### src/rtl/core_seq_pkg.sv
`default_nettype none
// ============================================================================
// Module      : core_seq_pkg
// Description : Shared definitions for the core instruction sequencer:
//               instruction-word bit positions, the idle instruction word
//               and the sequencer state encoding.
// Revision    : 1.0 - initial release
// ============================================================================
package core_seq_pkg;

    // Instruction word bit positions
    localparam int c_bit_load     = 0;
    localparam int c_bit_execute  = 1;
    localparam int c_bit_l0_wr    = 2;
    localparam int c_bit_l0_rd    = 3;
    localparam int c_bit_ofifo_rd = 6;
    localparam int c_xa_lo        = 7;
    localparam int c_xa_hi        = 17;
    localparam int c_bit_wen_xmem = 18;
    localparam int c_bit_cen_xmem = 19;
    localparam int c_pa_lo        = 20;
    localparam int c_pa_hi        = 30;
    localparam int c_bit_wen_pmem = 31;
    localparam int c_bit_cen_pmem = 32;
    localparam int c_bit_acc      = 33;
    localparam int c_bit_passthru = 34;
    localparam int c_bit_ren_pmem = 35;
    localparam int c_bit_relu     = 45;

    // Idle word: both memories disabled, xmem write-enable deasserted (1).
    localparam logic [63:0] c_idle_word = 64'h0000_0001_000C_0000;

    typedef enum logic [3:0] {
        IDLE    = 4'd0,
        WREAD   = 4'd1,
        WLOAD   = 4'd2,
        WSETTLE = 4'd3,
        AREAD   = 4'd4,
        EXEC    = 4'd5,
        DRAIN   = 4'd6,
        ACC     = 4'd7,
        RELU    = 4'd8,
        DONE    = 4'd9
    } seq_state_t;

endpackage : core_seq_pkg
`default_nettype wire

### src/rtl/inst_encoder.sv
`default_nettype none
// ============================================================================
// Module      : inst_encoder
// Description : Combinational packer of the named core control fields into
//               the 64-bit core instruction word. Unused bits are driven 0.
// Ports       : *_i   control fields (load, execute, L0, OFIFO, xmem, pmem,
//                     acc, passthrough, relu)
//               inst_o packed instruction word
// Revision    : 1.0 - initial release
// ============================================================================
module inst_encoder
    import core_seq_pkg::*;
(
    input  logic        load_i,
    input  logic        execute_i,
    input  logic        l0_wr_i,
    input  logic        l0_rd_i,
    input  logic        ofifo_rd_i,
    input  logic [10:0] a_xmem_i,
    input  logic        wen_xmem_i,
    input  logic        cen_xmem_i,
    input  logic [10:0] a_pmem_i,
    input  logic        wen_pmem_i,
    input  logic        cen_pmem_i,
    input  logic        acc_i,
    input  logic        passthrough_i,
    input  logic        ren_pmem_i,
    input  logic        relu_i,
    output logic [63:0] inst_o
);

    always_comb begin
        inst_o                    = '0;
        inst_o[c_bit_load]        = load_i;
        inst_o[c_bit_execute]     = execute_i;
        inst_o[c_bit_l0_wr]       = l0_wr_i;
        inst_o[c_bit_l0_rd]       = l0_rd_i;
        inst_o[c_bit_ofifo_rd]    = ofifo_rd_i;
        inst_o[c_xa_hi:c_xa_lo]   = a_xmem_i;
        inst_o[c_bit_wen_xmem]    = wen_xmem_i;
        inst_o[c_bit_cen_xmem]    = cen_xmem_i;
        inst_o[c_pa_hi:c_pa_lo]   = a_pmem_i;
        inst_o[c_bit_wen_pmem]    = wen_pmem_i;
        inst_o[c_bit_cen_pmem]    = cen_pmem_i;
        inst_o[c_bit_acc]         = acc_i;
        inst_o[c_bit_passthru]    = passthrough_i;
        inst_o[c_bit_ren_pmem]    = ren_pmem_i;
        inst_o[c_bit_relu]        = relu_i;
    end

endmodule : inst_encoder
`default_nettype wire

### src/rtl/core_sequencer.sv
`default_nettype none
// ============================================================================
// Module      : core_sequencer
// Description : Issues the 64-bit core instruction stream for one full
//               convolution pass (weight load, activation load, execute,
//               OFIFO drain, psum accumulate) per kernel position, started by
//               'start' and finished with a one-cycle 'done' pulse.
//               Optional feature macro: CORE_SEQ_RELU_EN (adds an in-place
//               ReLU sweep over pmem after the last kernel position).
// Ports       : clk, reset (sync, active-high), start, ofifo_valid,
//               inst[63:0], busy, done, kij[3:0] (all outputs registered)
// Revision    : 1.0 - initial release
// ============================================================================
module core_sequencer
    import core_seq_pkg::*;
#(
    parameter int          col     = 8,
    parameter int          row     = 8,
    parameter int          len_kij = 9,
    parameter int          len_nij = 36,
    parameter logic [10:0] A_BASE  = 11'd0,
    parameter logic [10:0] W_BASE  = 11'd64,
    parameter logic [10:0] P_BASE  = 11'd0
) (
    input  logic        clk,
    input  logic        reset,
    input  logic        start,
    input  logic        ofifo_valid,
    output logic [63:0] inst,
    output logic        busy,
    output logic        done,
    output logic [3:0]  kij
);

    // Step-counter terminal values (counter is 0-based per state)
    localparam logic [15:0] c_wread_last  = 16'(col);
    localparam logic [15:0] c_col_cnt     = 16'(col);
    localparam logic [15:0] c_wload_last  = 16'(col - 1);
    localparam logic [15:0] c_settle_last = 16'(row - 1);
    localparam logic [15:0] c_nij_cnt     = 16'(len_nij);
    localparam logic [15:0] c_aread_last  = 16'(len_nij);
    localparam logic [15:0] c_nij_last    = 16'(len_nij - 1);
    localparam logic [10:0] c_col_a       = 11'(col);
    localparam logic [3:0]  c_kij_last    = 4'(len_kij - 1);

    seq_state_t  state_q, state_d;
    logic [15:0] cnt_q, cnt_d;
    logic [3:0]  kij_q, kij_d;
    logic        l0_wr_q;
    logic [63:0] inst_q;
    logic        busy_q, done_q;
    logic [3:0]  kij_out_q;

    // Control fields decoded from the current state
    logic        ctl_load, ctl_exec, ctl_l0_rd, ctl_ofifo_rd;
    logic        ctl_xrd, ctl_pwr, ctl_acc, ctl_ren, ctl_relu;
    logic [10:0] ctl_a_xmem, ctl_a_pmem;
    logic [63:0] enc_inst;

    always_comb begin
        state_d      = state_q;
        cnt_d        = cnt_q + 16'd1;
        kij_d        = kij_q;
        ctl_load     = 1'b0;
        ctl_exec     = 1'b0;
        ctl_l0_rd    = 1'b0;
        ctl_ofifo_rd = 1'b0;
        ctl_xrd      = 1'b0;
        ctl_pwr      = 1'b0;
        ctl_acc      = 1'b0;
        ctl_ren      = 1'b0;
        ctl_relu     = 1'b0;
        ctl_a_xmem   = '0;
        ctl_a_pmem   = '0;

        case (state_q)
            IDLE: begin
                cnt_d = '0;
                // busy_q is still high in the cycle 'done' is visible, so a
                // start coinciding with done is dropped.
                if (start && !busy_q) begin
                    kij_d   = '0;
                    state_d = WREAD;
                end
            end
            WREAD: begin
                if (cnt_q < c_col_cnt) begin
                    ctl_xrd    = 1'b1;
                    ctl_a_xmem = W_BASE + 11'(kij_q) * c_col_a + cnt_q[10:0];
                end
                if (cnt_q == c_wread_last) begin
                    cnt_d   = '0;
                    state_d = WLOAD;
                end
            end
            WLOAD: begin
                ctl_l0_rd = 1'b1;
                ctl_load  = 1'b1;
                if (cnt_q == c_wload_last) begin
                    cnt_d   = '0;
                    state_d = WSETTLE;
                end
            end
            WSETTLE: begin
                if (cnt_q == c_settle_last) begin
                    cnt_d   = '0;
                    state_d = AREAD;
                end
            end
            AREAD: begin
                if (cnt_q < c_nij_cnt) begin
                    ctl_xrd    = 1'b1;
                    ctl_a_xmem = A_BASE + cnt_q[10:0];
                end
                if (cnt_q == c_aread_last) begin
                    cnt_d   = '0;
                    state_d = EXEC;
                end
            end
            EXEC: begin
                ctl_l0_rd = 1'b1;
                ctl_exec  = 1'b1;
                if (cnt_q == c_nij_last) begin
                    cnt_d   = '0;
                    state_d = DRAIN;
                end
            end
            DRAIN: begin
                cnt_d = '0;
                if (ofifo_valid) begin
                    state_d = ACC;
                end
            end
            ACC: begin
                ctl_ofifo_rd = 1'b1;
                ctl_pwr      = 1'b1;
                ctl_a_pmem   = P_BASE + cnt_q[10:0];
                // First kernel position overwrites; later ones accumulate.
                if (kij_q != 4'd0) begin
                    ctl_ren = 1'b1;
                    ctl_acc = 1'b1;
                end
                if (cnt_q == c_nij_last) begin
                    cnt_d = '0;
                    if (kij_q == c_kij_last) begin
`ifdef CORE_SEQ_RELU_EN
                        state_d = RELU;
`else
                        state_d = DONE;
`endif
                    end else begin
                        kij_d   = kij_q + 4'd1;
                        state_d = WREAD;
                    end
                end
            end
`ifdef CORE_SEQ_RELU_EN
            RELU: begin
                ctl_pwr    = 1'b1;
                ctl_ren    = 1'b1;
                ctl_relu   = 1'b1;
                ctl_a_pmem = P_BASE + cnt_q[10:0];
                if (cnt_q == c_nij_last) begin
                    cnt_d   = '0;
                    state_d = DONE;
                end
            end
`endif
            DONE: begin
                cnt_d   = '0;
                state_d = IDLE;
            end
            default: begin
                cnt_d   = '0;
                state_d = IDLE;
            end
        endcase
    end

    inst_encoder u_inst_encoder (
        .load_i        (ctl_load),
        .execute_i     (ctl_exec),
        .l0_wr_i       (l0_wr_q),
        .l0_rd_i       (ctl_l0_rd),
        .ofifo_rd_i    (ctl_ofifo_rd),
        .a_xmem_i      (ctl_a_xmem),
        .wen_xmem_i    (1'b1),
        .cen_xmem_i    (~ctl_xrd),
        .a_pmem_i      (ctl_a_pmem),
        .wen_pmem_i    (ctl_pwr),
        .cen_pmem_i    (~ctl_pwr),
        .acc_i         (ctl_acc),
        .passthrough_i (1'b0),
        .ren_pmem_i    (ctl_ren),
        .relu_i        (ctl_relu),
        .inst_o        (enc_inst)
    );

    always_ff @(posedge clk) begin
        if (reset) begin
            state_q   <= IDLE;
            cnt_q     <= '0;
            kij_q     <= '0;
            l0_wr_q   <= 1'b0;
            inst_q    <= c_idle_word;
            busy_q    <= 1'b0;
            done_q    <= 1'b0;
            kij_out_q <= '0;
        end else begin
            state_q   <= state_d;
            cnt_q     <= cnt_d;
            kij_q     <= kij_d;
            // l0_wr trails the xmem read by one instruction word
            l0_wr_q   <= ctl_xrd;
            inst_q    <= enc_inst;
            busy_q    <= (state_q != IDLE);
            done_q    <= (state_q == DONE);
            kij_out_q <= kij_q;
        end
    end

    assign inst = inst_q;
    assign busy = busy_q;
    assign done = done_q;
    assign kij  = kij_out_q;

endmodule : core_sequencer
`default_nettype wire

### config.mk
export PLATFORM = sky130hd
export DESIGN_NAME = core_sequencer
export DESIGN_NICKNAME = d
export VERILOG_FILES = /design/src/rtl/core_seq_pkg.sv /design/src/rtl/inst_encoder.sv /design/src/rtl/core_sequencer.sv
export SDC_FILE = /design/constraint.sdc
export NUM_CORES = 1
export LEC_CHECK = 0
export BUFFER_PORTS_ARGS = -buffer_cell sky130_fd_sc_hd__buf_2
export CORE_MARGIN = 2
export CORE_UTILIZATION = 50
export DETAILED_ROUTE_END_ITERATION = 12
export GPL_ROUTABILITY_DRIVEN = 1
export MAX_ROUTING_LAYER = met4
export PLACE_DENSITY = 0.76
export SLEW_MARGIN = 15
export SYNTH_ARGS = -nofsm -noshare
export SYNTH_HDL_FRONTEND = slang
export SYNTH_SLANG_ARGS = --single-unit
export TNS_END_PERCENT = 50
### constraint.sdc
create_clock -name clk -period 2.63 [get_ports clk]
set_input_delay 0.526 -clock clk [delete_from_list [all_inputs] [get_ports clk]]
set_output_delay 0.526 -clock clk [all_outputs]
set_load 0.005 [all_outputs]
; ---- After elaboration in Yosys (flattened, before gate mapping)
; Cells that the tools add are included.
[totals]
register_bits = 94
in_bits = 4
output_inout_bits = 70
wordCells = 84
[classes]
add_sub_neg = 4
order_cmp = 2
eq_ne = 22
mux = 31
bitwise_logic = 3
n_reduce_logical = 12
[ops]
columns = operator, n
row1 = 16-bit 2-to-1 mux, 4
row2 = 16-bit one-hot mux with 4 select lines, 1
row3 = 4-bit 2-to-1 mux, 12
row4 = "16-bit by 6-bit equality test with 1-bit output, second input constant", 2
row5 = 4-bit one-hot mux with 8 select lines, 1
row6 = 11-bit 2-to-1 mux, 2
row7 = 11-bit one-hot mux with 2 select lines, 1
row8 = "2-bit != test, second input constant", 9
row9 = "16-bit by 1-bit adder with 16-bit output, second input constant", 1
row10 = "16-bit by 3-bit equality test with 1-bit output, second input constant", 1
row11 = "16-bit by 4-bit equality test with 1-bit output, second input constant", 1
row12 = "4-bit by 3-bit equality test with 1-bit output, second input constant", 4
row13 = "16-bit by 4-bit < comparator with 1-bit output, second input constant", 1
row14 = "16-bit by 6-bit < comparator with 1-bit output, second input constant", 1
row15 = 8-bit by 11-bit adder with 11-bit output, 1
row16 = "7-bit by 7-bit adder with 8-bit output, first input constant", 1
row17 = "4-bit by 2-bit equality test with 1-bit output, second input constant", 2
row18 = "4-bit equality test, second input constant", 2
row19 = 1-bit 2-to-1 mux, 8
row20 = 4-bit one-hot mux with 2 select lines, 1
row21 = 8-bit AND reduction, 1
row22 = 4-bit nonzero test, 2
row23 = 2-bit OR reduction, 4
row24 = "4-bit by 1-bit adder with 4-bit output, second input constant", 1
row25 = other kinds (8), 10

; ---- Longest topological paths before layout
[depth]
ltp_word = 4
depth_mapped = 8
ltp_nobuf = 7

; ---- Hierarchy
; Synthesis repeated with hierarchy kept, for this count alone.
[unflattened]
cells_unflattened = 430
hier_area_um2 = 4067.7
[modules_own_cells]
columns = mod, n_inst, cells_per_inst, area_per_inst_um2, seq_area_each_um2
row1 = core_sequencer, 1, 365, 3583.4, 1901.8
row2 = inst_encoder, 1, 65, 484.2, 0.0

; ---- Worst setup path after synthesis
; No wires, ideal clock.
[synth_path]
path_type = flip-flop to flip-flop
start = register cnt_q[0]
end = register state_q[2]
setup_time_ns = 0.088
t_arrival_ns = 1.905
required_ns = 2.542
setup_slack_ns = 0.637
stages_incl_launch_ff = 7
path_buffers = 0
synth_period_minus_slack_ns = 1.993
path_cell_list = dfxtp_1 > ha_1 > nor4bb_1 > and4_2 > o22ai_4 > or4_4 > a311oi_2
[synth_via]
elab_chain_cells = 3
word_cells_on_any_way = 11
cone_classes = eq/ne (10) / reduce/logical (1)
[synth_rtl]
columns = item, line_no
row1 = start: declaration, core_sequencer.sv:47  ; logic [15:0] cnt_q, cnt_d;
row2 = start signal: assignment, core_sequencer.sv:211  ; cnt_q <= cnt_d;
row3 = 16-bit by 6-bit equality test with 1-bit output (tied with other cells), "core_sequencer.sv:123, core_sequencer.sv:143"
row4 = 2-bit != test (no line), -
row5 = 8-bit AND reduction (no line) *, -
row6 = end signal: assignment, core_sequencer.sv:210  ; state_q <= state_d;
row7 = end: declaration, core_sequencer.sv:46  ; seq_state_t state_q, state_d;
; Every way passes the cells marked *; elsewhere a longest branch is shown, timed or not.
; A chain may end at the register's enable or synchronous reset.

; ---- Worst setup path after layout
[layout_path]
start = register cnt_q[4]
end = register inst_q[15], in the netlist inst[15]
[layout_via]
elab_chain_cells = 3
word_cells_on_any_way = 6
cone_classes = add/sub (1) / order compare (2) / mux (3)
[layout_rtl]
columns = item, line_no
row1 = 16-bit by 6-bit < comparator with 1-bit output (tied with other cells), core_sequencer.sv:111  ; if (cnt_q < c_nij_cnt) begin
row2 = 11-bit 2-to-1 mux (on tied branches), "core_sequencer.sv:111, core_sequencer.sv:87"
row3 = 11-bit one-hot mux with 2 select lines *, core_sequencer.sv:76  ; case (state_q)
row4 = end signal: assignment, core_sequencer.sv:205  ; inst_q <= c_idle_word;
row5 = end signal: assignment, core_sequencer.sv:215  ; inst_q <= enc_inst;
row6 = end: declaration, core_sequencer.sv:50  ; logic [63:0] inst_q;
; Marks and branches as above.

==> results.json <==
{
  "postCtsSetupBuffers": 0,
  "p_total_mw": 2.07,
  "clock_sinks": 61,
  "max_clock_freq_mhz": 452,
  "die_h_um": 79.6,
  "numCtsBuffers": 9,
  "synth-async-reset-ratio_pct": 0,
  "endpoint_kind": "flop",
  "required_ns": 2.86,
  "synthFlopType": "dfxtp_1",
  "synth-edff-count": 0,
  "path_cells": "ha_1 -> ha_1 -> fa_1 -> a21o_1 -> a211oi_1 -> nor3_1",
  "vias_per_cell": 4.97,
  "crit_top_cell": "ha_1",
  "fin_setup_tns_ns": 0,
  "r2r_slack_ns": 0.42,
  "place_congestion": 0.851,
  "grt_setup_unrepaired": "no",
  "slew-limit-headroom_pct": 51.9,
  "cp_slowest_stage_delay_ns": 0.57,
  "synth_cell_types": 55,
  "dieArea_um2": 6330,
  "portBuffers": 41,
  "antennaDiodeCount": 0,
  "maxCapViolCount": 0,
  "drt_drc_violations_left": 0,
  "fin_worst_skew_ns": 0.0126,
  "htreeDepth": 3,
  "hpwl_mm": 3.73,
  "worstPathArrival_ns": 2.44,
  "grt_pass1_vias": 1738,
  "clk_pin_slew_ns": 0.07,
  "start_kind": "flop",
  "overflow": 0,
  "hold_viol": 0,
  "drt-total-wl_mm": 5.08,
  "cts_tree": "built",
  "critPathMaxFanout": 13,
  "worstSkewPairLatency_ns": 0.35,
  "status": "finished, final reports clean",
  "start_util_pct": 51.9,
  "synthCells": 304,
  "io_pins": 74,
  "dpl.cell_count": 403,
  "layout.nets": 359,
  "grt_usage_pct": 17.2,
  "vdd_drop_max_mv": 0.279,
  "yosys_warnings": 0,
  "final_util_pct": 56.7,
  "ant_nets": 0,
  "slowest_stage": "dfxtp_1",
  "synth_area_per_cell_um2": 9.40,
  "worst_slack_ns": 0.416,
  "vias": 2084,
  "yosysSeqAreaShare_pct": 42.8,
  "dp_slack_ns": 0.434,
  "multiInputGateArea_um2": 1360,
  "grt_pass1_wl_mm": 7.94,
  "p_leak_nw": 1.36,
  "finalNonFillerCells": 419,
  "core_area_um2": 5510,
  "clockBufferDepth": 2,
  "period_share_pct": 84.2,
  "drive_gt1_share_pct": 22.2,
  "rows": 27,
  "die_width_um": 79.6,
  "drt_first_iter_violations": 139,
  "antenna_found_initial": 0,
  "grt_max_degree": 23,
  "worst_pin_slew_ns": 0.712,
  "cts-root-buf": "clkbuf_8",
  "setup_viol": 0,
  "firstDrtPassIters": 6,
  "post-route-min-period_ns": 2.21,
  "fillers": 485,
  "register_area_um2": 1220,
  "maxSlewViolCount": 0,
  "avgRoutedWirePerCell_um": 12.1,
  "syn_area_um2": 2860,
  "hold_class": "reg -> reg",
  "syn_to_final_growth_pct": 9.29,
  "cts_hold_buf": 0,
  "post_cts_resized": 0,
  "yosys_register_bits": 61,
  "cellPowerDensity_nw_per_um2": 662,
  "criticalPathCategory": "reg -> reg"
}
state kept, by name, indices dropped and copies added, names as in the netlist:
signal   flops
inst        30
cnt_q       16
kij          4
kij_q        4
state_q      4
busy         1
done         1
l0_wr_q      1
routing by layer:
layer  vias up  wire (um)  part of all wire, %  track usage (%)
li1       1040          -                    -                -
met1       974       2270                   45             19.7
met2        62       2420                   48             26.8
met3         8        274                  5.4             5.20
met4         0        108                  2.1             9.31
met5         -          0                    0                -
synthesized netlist by cell type, drive strengths merged (2+ instances only):
master | count | area share (%)
ha | 12 | 5.3
dfxtp | 61 | 43
a21oi | 8 | 1.4
conb | 2 | 0.26
inv | 13 | 1.7
clkbuf | 8 | 1.9
and3 | 2 | 0.44
nand4 | 6 | 1.3
xnor2 | 10 | 3.1
nor4b | 2 | 0.61
and2 | 12 | 2.7
buf | 40 | 10
nand3 | 6 | 1.1
o21ai | 5 | 0.88
xor2 | 6 | 1.8
a22oi | 4 | 1.1
or2 | 3 | 0.66
nand2 | 13 | 1.7
nor3 | 12 | 2.1
nor2 | 39 | 5.1
a21o | 2 | 0.53
a31oi | 2 | 0.44
or4 | 2 | 0.66
and4bb | 2 | 0.88
nor4 | 3 | 1.7
nor2b | 3 | 0.66
nand3b | 2 | 0.53
and4 | 6 | 2.0
nand4b | 2 | 0.61
cells in the final DEF, fill, tap and decap left out, drive strengths merged, types with 8 or more instances in the layout:
cell type   n
clkbuf     10
a21oi       8
conb       34
ha         12
nand2      13
xnor2      10
and2       12
dfxtp      61
nor3       12
inv        15
nor2       39
buf        43
cell families after synthesis:
| logic type | share of synthesized area [%] |
|---|---|
| AO/OA/AOI/OAI | 7.93 |
| XOR/XNOR | 4.91 |
| adder cells (fa/ha/maj) | 5.96 |
| buffers and inverters | 13.9 |
| flip-flops | 42.8 |
| multiplexers | 0.350 |
| other | 0.263 |
| AND/OR/NAND/NOR | 24.0 |
critical path: cells and delay by family, from the launching register on:
kind | cells | cell delay (ns)
AND/OR/NAND/NOR | 1 | 0.07
AO/OA/AOI/OAI | 2 | 0.48
flip-flops | 1 | 0.57
adder cells (fa/ha/maj) | 3 | 0.98
final timing paths:
path | startpoint | end | cells past startpoint
worst min register to register | l0_wr_q | inst[2] | 1
worst min-delay path | l0_wr_q | inst[2] | 1
worst max register to register | cnt_q[4] | inst[15] | 6
worst max-delay path | cnt_q[4] | inst[15] | 6
where the power goes:
group	internal [mW]	leakage (nW)	switching, mW
Clock	0.373	0.0970	0.388
Sequential	0.965	0.493	0.0416
Combinational	0.123	0.765	0.176
Total	1.46	1.36	0.605
layout make-up:
cell class                 instances  area share [%]
multi-input combinational        214            43.5
sequential                        61            39.1
timing repair buffer              43            7.05
clock buffer                      10            4.41
tap                               72            2.89
inverter                          13            1.56
clock inverter                     6            1.44
through the flow:
step                      instance area, um^2  hold WS (ns)
after floorplan                          2980         0.414
after global placement                   2940         0.431
after detailed placement                 2940         0.429
after CTS                                3120         0.447
after global routing                     3120         0.462
final                                    3120         0.444
Power figures use the tool's default switching activity.
